--- config.mk ---
export PLATFORM = sky130hd
export DESIGN_NAME = systolic_input_feeder
export DESIGN_NICKNAME = d
export VERILOG_FILES = /design/src/rtl/gemma_acc_pkg.sv /design/src/rtl/skew_delay_line.sv /design/src/rtl/systolic_input_feeder.sv
export SDC_FILE = /design/constraint.sdc
export NUM_CORES = 1
export LEC_CHECK = 0
export ABC_AREA = 1
export BUFFER_PORTS_ARGS = -buffer_cell sky130_fd_sc_hd__buf_2
export CAP_MARGIN = 20
export CORE_MARGIN = 2
export CORE_UTILIZATION = 51
export CTS_CLUSTER_DIAMETER = 30
export CTS_CLUSTER_SIZE = 10
export DETAILED_ROUTE_END_ITERATION = 10
export PLACE_DENSITY = 0.76
export SLEW_MARGIN = 20
export SYNTH_ARGS = -nofsm -noshare
export SYNTH_HDL_FRONTEND = slang
export SYNTH_SLANG_ARGS = --single-unit
--- constraint.sdc ---
create_clock -name clk -period 3.2 [get_ports clk]
set_input_delay 0.64 -clock clk [delete_from_list [all_inputs] [get_ports clk]]
set_output_delay 0.64 -clock clk [all_outputs]
set_load 0.03 [all_outputs]
--- src/rtl/gemma_acc_pkg.sv ---
// Shared constants and types for the GEMM accelerator datapath.
// The array dimension and operand width must match the PE array and output processor.
package gemma_acc_pkg;

  localparam int ARRAY_N   = 4;
  localparam int OPERAND_W = 8;

  typedef enum logic [1:0] {
    ST_IDLE   = 2'd0,
    ST_STREAM = 2'd1,
    ST_FLUSH  = 2'd2
  } feeder_state_t;

endpackage

--- src/rtl/skew_delay_line.sv ---
// Fixed-depth shift register with a global advance enable.
// Used once per lane to build the diagonal skew in front of the systolic array.
module skew_delay_line #(
  parameter int DEPTH = 1,
  parameter int WIDTH = 9
) (
  input  logic             clk,
  input  logic             rst,
  input  logic             i_en,
  input  logic [WIDTH-1:0] i_d,
  output logic [WIDTH-1:0] o_q
);

  logic [WIDTH-1:0] r_pipe [DEPTH];

  always_ff @(posedge clk) begin
    if (rst) begin
      for (int k = 0; k < DEPTH; k++) begin
        r_pipe[k] <= '0;
      end
    end else if (i_en) begin
      r_pipe[0] <= i_d;
      for (int k = 1; k < DEPTH; k++) begin
        r_pipe[k] <= r_pipe[k-1];
      end
    end
  end

  assign o_q = r_pipe[DEPTH-1];

endmodule

--- src/rtl/systolic_input_feeder.sv ---
// Operand-side front end of the systolic array: accepts one N-lane vector per
// handshake, skews lane i by i cycles, counts the tile depth and flushes with zeros.
module systolic_input_feeder
  import gemma_acc_pkg::*;
#(
  parameter int N      = ARRAY_N,
  parameter int DATA_W = OPERAND_W,
  parameter int K_W    = 16
) (
  input  logic                clk,
  input  logic                rst,
  input  logic                start,
  input  logic [K_W-1:0]      k_len,
  input  logic                in_valid,
  output logic                in_ready,
  input  logic [N*DATA_W-1:0] in_data,
  input  logic                array_en,
  output logic [N*DATA_W-1:0] out_data,
  output logic [N-1:0]        out_valid,
  output logic                busy,
  output logic                done
);

  localparam int FLUSH_W = $clog2(N + 1);

  feeder_state_t      r_state, w_state_next;
  logic [K_W-1:0]     r_k_len, w_k_len_next;
  logic [K_W-1:0]     r_count, w_count_next;
  logic [FLUSH_W-1:0] r_flush_cnt, w_flush_next;
  logic               r_done, w_done_next;
  logic               w_xfer;

  assign in_ready = (r_state == ST_STREAM) && array_en;
  assign w_xfer   = in_valid && in_ready;
  assign busy     = (r_state != ST_IDLE);
  assign done     = r_done;

  always_ff @(posedge clk) begin
    if (rst) begin
      r_state     <= ST_IDLE;
      r_k_len     <= '0;
      r_count     <= '0;
      r_flush_cnt <= '0;
      r_done      <= 1'b0;
    end else if (array_en) begin
      r_state     <= w_state_next;
      r_k_len     <= w_k_len_next;
      r_count     <= w_count_next;
      r_flush_cnt <= w_flush_next;
      r_done      <= w_done_next;
    end
  end

  // Everything here is only committed on enabled cycles, so a stall freezes the FSM.
  always_comb begin
    w_state_next = r_state;
    w_k_len_next = r_k_len;
    w_count_next = r_count;
    w_flush_next = r_flush_cnt;
    w_done_next  = 1'b0;
    case (r_state)
      ST_IDLE: begin
        if (start) begin
          w_k_len_next = k_len;
          w_count_next = '0;
          if (k_len == '0) begin
            w_done_next = 1'b1;
          end else begin
            w_state_next = ST_STREAM;
          end
        end
      end
      ST_STREAM: begin
        if (in_valid) begin
          w_count_next = r_count + K_W'(1);
          if ((r_count + K_W'(1)) == r_k_len) begin
            w_state_next = ST_FLUSH;
            w_flush_next = '0;
          end
        end
      end
      ST_FLUSH: begin
        if (r_flush_cnt == FLUSH_W'(N - 1)) begin
          w_state_next = ST_IDLE;
          w_done_next  = 1'b1;
        end else begin
          w_flush_next = r_flush_cnt + FLUSH_W'(1);
        end
      end
      default: begin
        w_state_next = ST_IDLE;
      end
    endcase
  end

  // Non-transfer cycles (bubbles, flush, idle) push zero data with valid low.
  genvar gi;
  generate
    for (gi = 0; gi < N; gi++) begin : g_lane
      logic [DATA_W:0] w_lane_in;
      logic [DATA_W:0] w_lane_out;

      assign w_lane_in = {w_xfer, in_data[gi*DATA_W +: DATA_W] & {DATA_W{w_xfer}}};

      skew_delay_line #(
        .DEPTH (gi + 1),
        .WIDTH (DATA_W + 1)
      ) u_dly (
        .clk  (clk),
        .rst  (rst),
        .i_en (array_en),
        .i_d  (w_lane_in),
        .o_q  (w_lane_out)
      );

      assign out_data[gi*DATA_W +: DATA_W] = w_lane_out[DATA_W-1:0];
      assign out_valid[gi]                 = w_lane_out[DATA_W];
    end
  endgenerate

endmodule
==> results.md, run 1 <==
- Synthesized area: 5710 um2
- WHS: 0.370 ns
- Worst IR drop on VDD: 304 uV
- Tmin final: 2.35 ns
- Final Setup Violations: 0
- Post-Layout Cell Count: 892
- Syn avg cell area: 8.61 um2
- Pre-antenna DRT Iters: 4
- Iter 0 DRT Violations: 297
- Syn. warnings: 0
- Area growth, synth to finish: 19.1%
- Setup_tns: 0 ns
- Inst Count DP: 860
- Resized cells post-CTS: 0
- RePlAce Congestion: 0.804
- Max frequency: 425 MHz
- Skew final: 0.00622 ns
- Final worst slack: 0.849 ns
- Synthesized instance count: 663
- Total CTS buffers: 17
- Diode count: 0
- RSZ-0062 raised after global routing: no
- Cell area after layout: 6800 um2
- Cell variety after synth: 32
- Hold-fix buffers, CTS: 0
- Post-synth top cells: 133 x nand2_1, 126 x nor2_1, 96 x inv_1
- Fin nets: 795
- Residual DRC count: 0
- Cell accounting for the most synthesized area: edfxtp_1
- CORE AREA: 10900 um2
- Rel. slew slack: 59.6%
- PD cells: 604 nW/um2
- Slew @ Worst Pin: 0.606 ns
- Endpoints failing hold: 0
- Most common cell in the netlist: nand2_1
- Largest cells by area after synthesis: edfxtp_1 44%, dfxtp_1 13%, nand2_1 8.7%, nor2_1 8.3%, inv_1 6.3%
- PortBufs: 91
- Required time worst endpoint: 3.62 ns
- Post-Syn Nets: 719
- Crit. End Element: flip-flop
- Clk Latency, worst-skew pair: 0.52 ns
- Worst hold path class: primary input to flip-flop
- Number of routed nets with antenna violations: 0
- Flops & latches, synth: 122
- Die X: 110 um
- # H-tree levels: 4
- Largest net degree at the start of global routing: 62
- Ys flop type: edfxtp_1
- Post-DP Area: 6190 um2
- Final Core Density: 62.4%
- Ys async rst share: 0%
- Routed len/inst: 12.8 um
- Post-synth EDFFs: 84
- Post-Route WL: 11400 um
- Fill cells: 888
- Critical-path maximum fanout: 6
- Arr. time, crit path: 2.77 ns
- Floorplan row count: 38
- Worst setup SP type: flip-flop
- Layout cell share with drive strength beyond 1: 20.2%
- Via count: 4426
- Total gr overflow: 0
- CTS clk-pin slew, worst paths: 0.06 ns
- Total GRT Usage: 20.1%
- Final Power: 4.11 mW
- Sequential element share of the synthesized area: 57.5%
- Detailed Place HPWL: 7750 um
- Die area: 12100 um2
- Vias in the first global route: 4145
- Clk buf depth: 2
- Pleak: 2.87 nW
- TritonCTS sink count: 122
- Chip height: 110 um
- CTS tree: built
- Global-route wire length before repair: 18500 um
- DR vias/cell: 4.96
- # IOs: 92
- Period utilization: 73.5%
- Initial antenna violation count: 0
- Outcome: finished, final reports clean
- Post-CTS Setup Repair Bufs: 0
- Worst slack, placed: 0.769 ns
- Max cap viols: 0
- Starting density of the core: 52.4%
- WS Path Type: flip-flop to flip-flop
- Top cell type's share of synthesized area: 44.2%
- CTS root buffer: clkbuf_8
- Final Max Slew Viols: 0
==> per-layer routing <==
| layer | global-route usage, % | vias to the layer above | routed length (um) |
|---|---|---|---|
| li1 | - | 2253 | - |
| met1 | 25.6 | 2020 | 5020 |
| met2 | 31.9 | 127 | 5540 |
| met3 | 5.28 | 26 | 607 |
| met4 | 9.86 | 0 | 219 |
| met5 | 0 | - | 0 |
==> logic make-up (layout without fill, tap and decap cells) <==
logic type | after synthesis | count (layout) | share of synthesized area (%)
AO/OA/AOI/OAI | 56 | 56 | 5.26
AND/OR/NAND/NOR | 340 | 340 | 25.8
adder cells (fa/ha/maj) | 3 | 3 | 0.658
XOR/XNOR | 1 | 1 | 0.154
flip-flops | 122 | 122 | 57.5
buffers and inverters | 141 | 230 | 10.6
==> critical path: stages, from the launching register on <==
cell and delay [ns]:
dfxtp_1 0.43, ha_1 0.25, nand3_2 0.15, nor2_2 0.24
nand4_1 0.19, nand3_1 0.13, nand2_1 0.06, nor2_1 0.08
nand2_1 0.06, nor2_1 0.14, nand2_2 0.11, a21oi_4 0.20
nand2_1 0.08, nand2_1 0.07, nor2_1 0.05
==> layout by cell type (no fill, tap or decap), types with 2 or more instances in the layout <==
cell,count
clkinvlp_4,3
ha_1,3
dfxtp_1,38
inv_6,5
buf_4,5
bufinv_16,3
nand3b_1,6
o21ai_0,20
buf_2,91
nand3_2,2
clkinv_4,2
nand3_1,43
a21oi_1,30
or2_2,4
clkinv_1,3
nor2_4,3
nor2_2,2
inv_2,3
o21ai_1,2
edfxtp_1,84
nor4_1,2
nand2_1,132
nand4_1,11
buf_12,2
clkbuf_16,16
inv_1,95
nand2_2,4
nand2_4,2
nor2_1,126
==> final cells by class <==
cell class                 count  area, um2  area share (%)
sequential                   122       3280            48.3
inverter                     100        375            5.52
clock inverter                15        189            2.78
clock buffer                  17        414            6.09
timing repair buffer          98        533            7.84
tap                          140        175            2.58
multi-input combinational    400       1830            26.9
==> sequential cells by signal (all words and copies together) (netlist names) <==
signal	cells
g_lane.u_dly.r_pipe	84
r_k_len	16
r_state	2
r_flush_cnt	3
r_count	16
done	1
==> power breakdown <==
part           switching (mW)  total (mW)  leakage (nW)  internal [mW]
logic                   0.248       0.363          1.34          0.115
clock network           0.732        1.93         0.286           1.20
registers              0.0384        1.81          1.24           1.77
==> final timing paths <==
path | startpoint | cells after the start | slack (ns) | to
worst max-delay path | r_count[0] | 14 | 0.85 | r_flush_cnt[1]
worst min-delay path | k_len[0] | 3 | 0.37 | r_k_len[0]
worst max register to register | r_count[0] | 14 | 0.85 | r_flush_cnt[1]
worst min register to register | r_k_len[15] | 2 | 0.48 | r_k_len[15]
No activity file was read; power rests on OpenSTA's default activity.
==> inputs of run 2 (changes only) <==
--- a/config.mk
+++ b/config.mk
@@ -5,15 +5,15 @@
 export SDC_FILE = /design/constraint.sdc
 export NUM_CORES = 1
 export LEC_CHECK = 0
-export ABC_AREA = 1
+export ABC_AREA = 0
 export BUFFER_PORTS_ARGS = -buffer_cell sky130_fd_sc_hd__buf_2
 export CAP_MARGIN = 20
 export CORE_MARGIN = 2
-export CORE_UTILIZATION = 51
+export CORE_UTILIZATION = 56
 export CTS_CLUSTER_DIAMETER = 30
 export CTS_CLUSTER_SIZE = 10
 export DETAILED_ROUTE_END_ITERATION = 10
-export PLACE_DENSITY = 0.76
+export PLACE_DENSITY = 0.8
 export SLEW_MARGIN = 20
 export SYNTH_ARGS = -nofsm -noshare
 export SYNTH_HDL_FRONTEND = slang
==> constraint.sdc (replaced) <==
create_clock -name clk -period 2.25 [get_ports clk]
set_input_delay 0.45 -clock clk [delete_from_list [all_inputs] [get_ports clk]]
set_output_delay 0.45 -clock clk [all_outputs]
set_load 0.03 [all_outputs]
==> run 2 against run 1 <==
  * Sequential power grew 40%
  * Worst hold slack lost 0.20 ns
  * Core utilization up 7.2 points
  * Cell count down 20%
  * Count of clock-buffer cells in the layout unchanged
  * Power rose by 39%
  * Final area is 1.7% lower
  * Critical path type unchanged
  * Critical endpoint is now r_flush_cnt[2]
  * Largest cell class unchanged
  * Largest power group unchanged
==> results.md, run 2 <==
- # H-tree levels: 4 (unchanged)
- Diode count: 0 (unchanged)
- CTS root buffer: clkbuf_8 (unchanged)
- Worst IR drop on VDD: 449 uV (was 304 uV)
- Outcome: finished, final reports clean (unchanged)
- Met3 usage: 5.69% (was 5.28%)
- Clk buf depth: 2 (unchanged)
- Post-Syn Nets: 544 (was 719)
- Biggest regs: g_lane.u_dly.r_pipe x84, r_count x16, r_k_len x16 (unchanged)
- Detailed Place HPWL: 7330 um (was 7750 um)
- Synthesized instance count: 488 (was 663)
- Sw frac: 23.9% (was 24.8%)
- Iter 0 DRT Violations: 252 (was 297)
- Cell variety after synth: 51 (was 32)
- PortBufs: 91 (unchanged)
- Most frequent cells in the layout: 91 x buf_2, 85 x and2_1, 84 x edfxtp_1 (was 132 x nand2_1, 126 x nor2_1, 95 x inv_1)
- Number of routed nets with antenna violations: 0 (unchanged)
- P_sw: 1.36 mW (was 1.02 mW)
- Chip height: 103 um (was 110 um)
- Ys async rst share: 0% (unchanged)
- Max cap viols: 0 (unchanged)
- Total GRT Usage: 22.4% (was 20.1%)
- Sequential element share of the synthesized area: 60.2% (was 57.5%)
- Area growth, synth to finish: 22.4% (was 19.1%)
- Multiplexer share of the synthesized area: 0.757% (was 0%)
- Synthesized area: 5460 um2 (was 5710 um2)
- Clk Latency, worst-skew pair: 0.53 ns (was 0.52 ns)
- Leading cell type in the layout, fill and taps excluded: buf_2 (was nand2_1)
- Rel. slew slack: 40.3% (was 59.6%)
- DR vias/cell: 5.24 (was 4.96)
- Sequential Power Share: 44.4% (was 44.1%)
- Worst setup path endpoint: r_flush_cnt[2] (was r_flush_cnt[1])
- Via count: 3760 (was 4426)
- Floorplan row count: 36 (was 38)
- PD cells: 855 nW/um2 (was 604 nW/um2)
- Initial antenna violation count: 0 (unchanged)
- Layout cell share with drive strength beyond 1: 28.9% (was 20.2%)
- FF-to-FF setup slack: 0.06 ns (was 0.85 ns)
- Area occupied by multi-input gates: 2000 um2 (was 1830 um2)
- Routed len/inst: 15.5 um (was 12.8 um)
- Reg2Reg Depth: 8 (was 14)
- Worst setup SP type: flip-flop (unchanged)
- Total gr overflow: 0 (unchanged)
- Worst hold path depth: 3 (unchanged)
- Largest net degree at the start of global routing: 53 (was 62)
- Ys flop type: edfxtp_1 (unchanged)
- Post-Route WL: 11100 um (was 11400 um)
- Arr. time, crit path: 2.59 ns (was 2.77 ns)
- Die area: 10500 um2 (was 12100 um2)
- Pleak: 2.77 nW (was 2.87 nW)
- Largest cells by area after synthesis: edfxtp_1 46%, dfxtp_1 14%, and2_1 9.7%, nand2_1 3.3%, a21oi_1 3.1% (was edfxtp_1 44%, dfxtp_1 13%, nand2_1 8.7%, nor2_1 8.3%, inv_1 6.3%)
- Total CTS buffers: 17 (unchanged)
- Final Core Density: 69.6% (was 62.4%)
- TritonCTS sink count: 122 (unchanged)
- WS Path Type: flip-flop to flip-flop (unchanged)
- Met1 Use GR: 26.9% (was 25.6%)
- Critical-path maximum fanout: 6 (unchanged)
- Reg with most FFs: g_lane.u_dly.r_pipe (unchanged)
- Period utilization: 97.5% (was 73.5%)
- Residual DRC count: 0 (unchanged)
- Endpoints failing hold: 0 (unchanged)
- Global-route wire length before repair: 17600 um (was 18500 um)
- R2R Path End: r_flush_cnt[2] (was r_flush_cnt[1])
- Tmin final: 2.19 ns (was 2.35 ns)
- Number of flip-flops under the largest register name: 84 (unchanged)
- Setup_tns: 0 ns (unchanged)
- Worst hold path class: primary input to flip-flop (unchanged)
- Post-synthesis simple-gate area fraction: 23.0% (was 25.8%)
- CTS tree: built (unchanged)
- Final Setup Violations: 0 (unchanged)
- Adder-Cell Fraction of Synth Area: 0.688% (was 0.658%)
- Clock share of power: 48.6% (was 47.1%)
- Post-Synth XOR/XNOR Area: 3.69% (was 0.153%)
- CTS clk-pin slew, worst paths: 0.06 ns (about the same)
- Logic pwr share: 6.9% (was 8.8%)
- Global Route met2 Usage: 37.2% (was 31.9%)
- Most common cell in the netlist: and2_1 (was nand2_1)
- Hold-fix buffers, CTS: 0 (unchanged)
- Cell accounting for the most synthesized area: edfxtp_1 (unchanged)
- Pre-antenna DRT Iters: 5 (was 4)
- CORE AREA: 9590 um2 (was 10900 um2)
- Final Max Slew Viols: 0 (unchanged)
- Max frequency: 456 MHz (was 425 MHz)
- Skew final: 0.0109 ns (was 0.00622 ns)
- Slew @ Worst Pin: 0.896 ns (was 0.606 ns)
- RePlAce Congestion: 0.923 (was 0.804)
- Post-synth top cells: 85 x and2_1, 84 x edfxtp_1, 48 x nand2_1 (was 133 x nand2_1, 126 x nor2_1, 96 x inv_1)
- WHS: 0.169 ns (was 0.370 ns)
- Flops & latches, synth: 122 (unchanged)
- RR Startpoint: r_count[7] (was r_count[0])
- # IOs: 92 (unchanged)
- Fill cells: 696 (was 888)
- FF/Latch Area: 3290 um2 (was 3280 um2)
- Die X: 103 um (was 110 um)
- Vias in the first global route: 3655 (was 4145)
- Syn avg cell area: 11.2 um2 (was 8.61 um2)
- Top Usage Layer GRT: met2 (unchanged)
- Largest family of logic cells by synthesized area: simple AND/OR/NAND/NOR gates (unchanged)
- CP startpoint: r_count[7] (was r_count[0])
- Synth Area in Compound Gates: 6.93% (was 5.26%)
- Fin nets: 627 (was 795)
- Required time worst endpoint: 2.64 ns (was 3.62 ns)
- Crit. End Element: flip-flop (unchanged)
- Starting density of the core: 56.9% (was 52.4%)
- Syn. warnings: 0 (unchanged)
- Int Pwr: 4.35 mW (was 3.09 mW)
- Post-synth EDFFs: 84 (unchanged)
- Top cell type's share of synthesized area: 46.2% (was 44.2%)
[run 2: kinds of logic after synthesis]
kind of cell	Yosys count
simple gates	224
flops	122
compound gates	64
buf+inv	48
xor+xnor	23
mux	4
fa+ha+maj	3
[run 2: layout make-up]
| cell class | count | share of cell area (%) |
|---|---|---|
| Sequential cell | 122 | 49.3 |
| Multi-Input combinational cell | 318 | 29.9 |
| Timing Repair Buffer | 108 | 9.10 |
| Clock buffer | 17 | 6.20 |
| Clock inverter | 15 | 2.83 |
| Tap cell | 133 | 2.49 |
| Inverter | 4 | 0.225 |
[run 2: layer usage]
layer	part of all wire, %	wire, um
met1	42	4660
met2	51	5640
met3	4.9	545
met4	2.8	308
met5	0	0
[run 2: how the worst min path moves through the flow]
stage	start	endpoint
2_1_floorplan	r_k_len[6]	r_k_len[6]
4_1_cts	k_len[9]	r_k_len[9]
3_5_place_dp	done	done
5_1_grt	k_len[13]	r_k_len[13]
6_report	k_len[15]	r_k_len[15]
3_3_place_gp	done	done
[run 2: timing repair]
item / in CTS / in global routing
setup buffers: 0 / 0
setup endpoints to repair: 0 / 7
gates resized for setup: 0 / 20
endpoints found under the hold margin: 0 / 0
[run 2: worst max-delay path, cell delays in order (launching register included)]
cell and delay (ns):
dfxtp_1 0.47, buf_4 0.20, nand4_1 0.19, nor4_4 0.33
xnor2_1 0.20, nand3_1 0.18, nor3_2 0.20, and4_4 0.27
nor3_2 0.05
[run 2: power groups by stage]
stage,sequential (mW),combinational (mW),clock [mW]
global placement,2.58,0.384,0
detailed placement,2.58,0.391,0
global route,2.55,0.435,2.90
finish,2.54,0.396,2.78
CTS,2.54,0.394,2.80
floorplan,2.61,0.242,0
[run 2: metrics by stage]
stage	total power [mW]	cell area, um2	worst slack [ns]	instances
6_report	5.71	6680	0.0560	717
5_1_grt	5.89	6680	-0.0542	717
4_1_cts	5.73	6600	0.00369	717
3_5_place_dp	2.98	6000	0.0616	685
3_3_place_gp	2.96	6000	0.101	685
2_1_floorplan	2.85	5460	0.0235	488
==> inputs of run 3 (changes only) <==
--- a/config.mk
+++ b/config.mk
@@ -11,9 +11,9 @@
 export CORE_MARGIN = 2
 export CORE_UTILIZATION = 56
 export CTS_CLUSTER_DIAMETER = 30
-export CTS_CLUSTER_SIZE = 10
 export DETAILED_ROUTE_END_ITERATION = 10
 export PLACE_DENSITY = 0.8
+export SETUP_SLACK_MARGIN = 0.2
 export SLEW_MARGIN = 20
 export SYNTH_ARGS = -nofsm -noshare
 export SYNTH_HDL_FRONTEND = slang
==> run 3 against run 2 <==
  * Final area increased by 2.7%
  * Worst setup slack improved by 0.14 ns
  * Count of clock-buffer cells in the layout unchanged
  * Wire length increased by 2.6%
  * Fmax increased by 6.7%
  * Via count increased by 3.6%
  * Sequential share of layout area decreased by 0.94 points
  * Non-clock buffer count increased by 5
  * Worst hold slack improved by 0.012 ns
  * Combinational power increased by 3%
  * Register-to-register slack improved by 0.14 ns
  * Sequential power about the same
  * Largest power group unchanged
  * Highest routed layer unchanged
==> results.md, run 3 (synthesis gave the netlist of run 2 again) <==
- Outcome: finished, final reports clean (unchanged)
- WS Path Type: flip-flop to flip-flop (unchanged)
- Worst hold path class: primary input to flip-flop (unchanged)
- Residual DRC count: 0 (unchanged)
- Worst setup SP type: flip-flop (unchanged)
- Required time worst endpoint: 2.64 ns (about the same)
- Largest stage delay, worst path: 0.44 ns (was 0.47 ns)
- Leading cell type in the layout, fill and taps excluded: buf_2 (unchanged)
- DR vias/cell: 5.39 (was 5.24)
- Slew @ Worst Pin: 0.879 ns (was 0.896 ns)
- Top cell by count, worst path: nor3_2 (unchanged)
- Post-Route WL: 11400 um (was 11100 um)
- PD cells: 825 nW/um2 (was 855 nW/um2)
- Vias in the first global route: 3688 (was 3655)
- Critical-path maximum fanout: 7 (was 6)
- Worst IR drop on VDD: 596 uV (was 449 uV)
- Total CTS buffers: 17 (unchanged)
- Largest net degree at the start of global routing: 73 (was 53)
- Die X: 103 um (unchanged)
- Starting density of the core: 56.9% (unchanged)
- PortBufs: 91 (unchanged)
- # IOs: 92 (unchanged)
- Final Max Slew Viols: 0 (unchanged)
- Global-route wire length before repair: 17500 um (was 17600 um)
- CTS root buffer: clkbuf_8 (unchanged)
- Floorplan row count: 36 (unchanged)
- Via count: 3897 (was 3760)
- Setup_tns: 0 ns (unchanged)
- Worst hold start: k_len[2] (was k_len[15])
- CORE AREA: 9590 um2 (unchanged)
- Most frequent cells in the layout: 91 x buf_2, 85 x and2_1, 84 x edfxtp_1 (unchanged)
- TritonCTS sink count: 122 (unchanged)
- Cell area after layout: 6860 um2 (was 6680 um2)
- Clk buf depth: 2 (unchanged)
- Iter 0 DRT Violations: 289 (was 252)
- Die area: 10500 um2 (unchanged)
- Crit-path slowest cell: or4_4 (was dfxtp_1)
- Tmin final: 2.06 ns (was 2.19 ns)
- Layout cell share with drive strength beyond 1: 32.8% (was 28.9%)
- Arr. time, crit path: 2.44 ns (was 2.59 ns)
- Area occupied by multi-input gates: 2110 um2 (was 2000 um2)
- Reg2Reg Depth: 8 (unchanged)
- Period utilization: 91.4% (was 97.5%)
- Max cap viols: 0 (unchanged)
- Fill cells: 653 (was 696)
- Max frequency: 486 MHz (was 456 MHz)
- Number of flip-flops under the largest register name: 84 (unchanged)
- RR Startpoint: r_count[0] (was r_count[7])
- Cell Chain, Critical Path: buf_12 > nand4_4 > o31ai_2 > nand4_1 > or4_4 > nor3_2 > and4_4 > nor3_2 (was buf_4 > nand4_1 > nor4_4 > xnor2_1 > nand3_1 > nor3_2 > and4_4 > nor3_2)
- Fin nets: 632 (was 627)
- Post-DP Area: 5980 um2 (was 6000 um2)
- Clk Latency, worst-skew pair: 0.51 ns (was 0.53 ns)
- # H-tree levels: 4 (unchanged)
- Pleak: 2.85 nW (was 2.77 nW)
- CTS clk-pin slew, worst paths: 0.07 ns (was 0.06 ns)
- Final Setup Violations: 0 (unchanged)
- FF/Latch Area: 3320 um2 (was 3290 um2)
- Routed len/inst: 15.8 um (was 15.5 um)
- Endpoints failing hold: 0 (unchanged)
- Crit. End Element: flip-flop (unchanged)
- Detailed Place HPWL: 7190 um (was 7330 um)
- Area growth, synth to finish: 25.8% (was 22.4%)
- Skew final: 0.00627 ns (was 0.0109 ns)
- Initial antenna violation count: 0 (unchanged)
- Biggest regs: g_lane.u_dly.r_pipe x84, r_count x16, r_k_len x16 (unchanged)
- Pre-antenna DRT Iters: 4 (was 5)
- Reg with most FFs: g_lane.u_dly.r_pipe (unchanged)
- Total gr overflow: 0 (unchanged)
- RSZ-0062 raised after global routing: yes
- Number of routed nets with antenna violations: 0 (unchanged)
- Total GRT Usage: 22.0% (was 22.4%)
- Worst hold path depth: 3 (unchanged)
- Chip height: 103 um (unchanged)
- RePlAce Congestion: 0.970 (was 0.923)
- CTS tree: built (unchanged)
- Rel. slew slack: 41.4% (was 40.3%)
- CP startpoint: r_count[0] (was r_count[7])
-- run 3: cell types whose count changed in the layout (fill, tap and decap cells not counted), moves of 3 or more --
| cell | delta |
|---|---|
| dfxtp_4 | +7 |
| dfxtp_1 | -6 |
| buf_4 | +4 |
| xnor2_1 | -3 |
| xnor2_2 | +3 |
-- run 3: worst paths after layout --
check | to | slack (ns)
hold reg to reg | r_k_len[3] | 0.47
hold / removal | r_k_len[2] | 0.18
setup / recovery | r_flush_cnt[2] | 0.19
setup reg to reg | r_flush_cnt[2] | 0.19
-- run 3: per-layer routing --
layer	part of all wire, %	vias up	global-route usage, %
met2	52	141	37.5
met5	0	-	0
met4	3.2	0	10.7
met3	5.0	36	5.90
li1	-	1880	-
met1	39	1840	25.7
-- run 3: timing repair --
item,in CTS,in global routing
hold buffers,0,0
setup buffers,5,4
gates resized for setup,22,26
setup endpoints to repair,6,6
hold endpoints to repair,0,0
gates cloned,0,0
pin swaps,6,12
-- run 3: final cells by class --
class	count	area share [%]
clock buffer	17	6.04
tap	133	2.43
sequential	122	48.3
antenna	1	0.0365
multi-input combinational	318	30.8
timing repair buffer	113	9.47
inverter	4	0.219
clock inverter	15	2.68
-- run 3: per-stage QoR --
| step | setup slack (ns) | hold WS (ns) | total power [mW] | util (%) | cells |
|---|---|---|---|---|---|
| after global placement | 0.125 | 0.460 | 2.96 | 62.3 | 681 |
| after detailed placement | 0.0597 | 0.463 | 2.97 | 62.3 | 681 |
| after global routing | 0.129 | 0.185 | 5.83 | 71.5 | 722 |
| final | 0.194 | 0.181 | 5.66 | 71.5 | 723 |
| after floorplan | 0.204 | 0.446 | 2.86 | - | 488 |
| after CTS | 0.192 | 0.166 | 5.69 | 70.1 | 718 |
-- run 3: critical path, delay by kind of cell (launching register included) --
kind,cells,cell delay [ns]
buffers and inverters,1,0.11
DFF,1,0.38
and+or+nand+nor,6,1.12
AOI/OAI and AO/OA,1,0.31
-- run 3: report_power, final --
part,internal [mW],leakage [nW],switching [mW]
Combinational,0.146,1.32,0.261
Sequential,2.49,1.25,0.0377
Clock,1.62,0.287,1.10
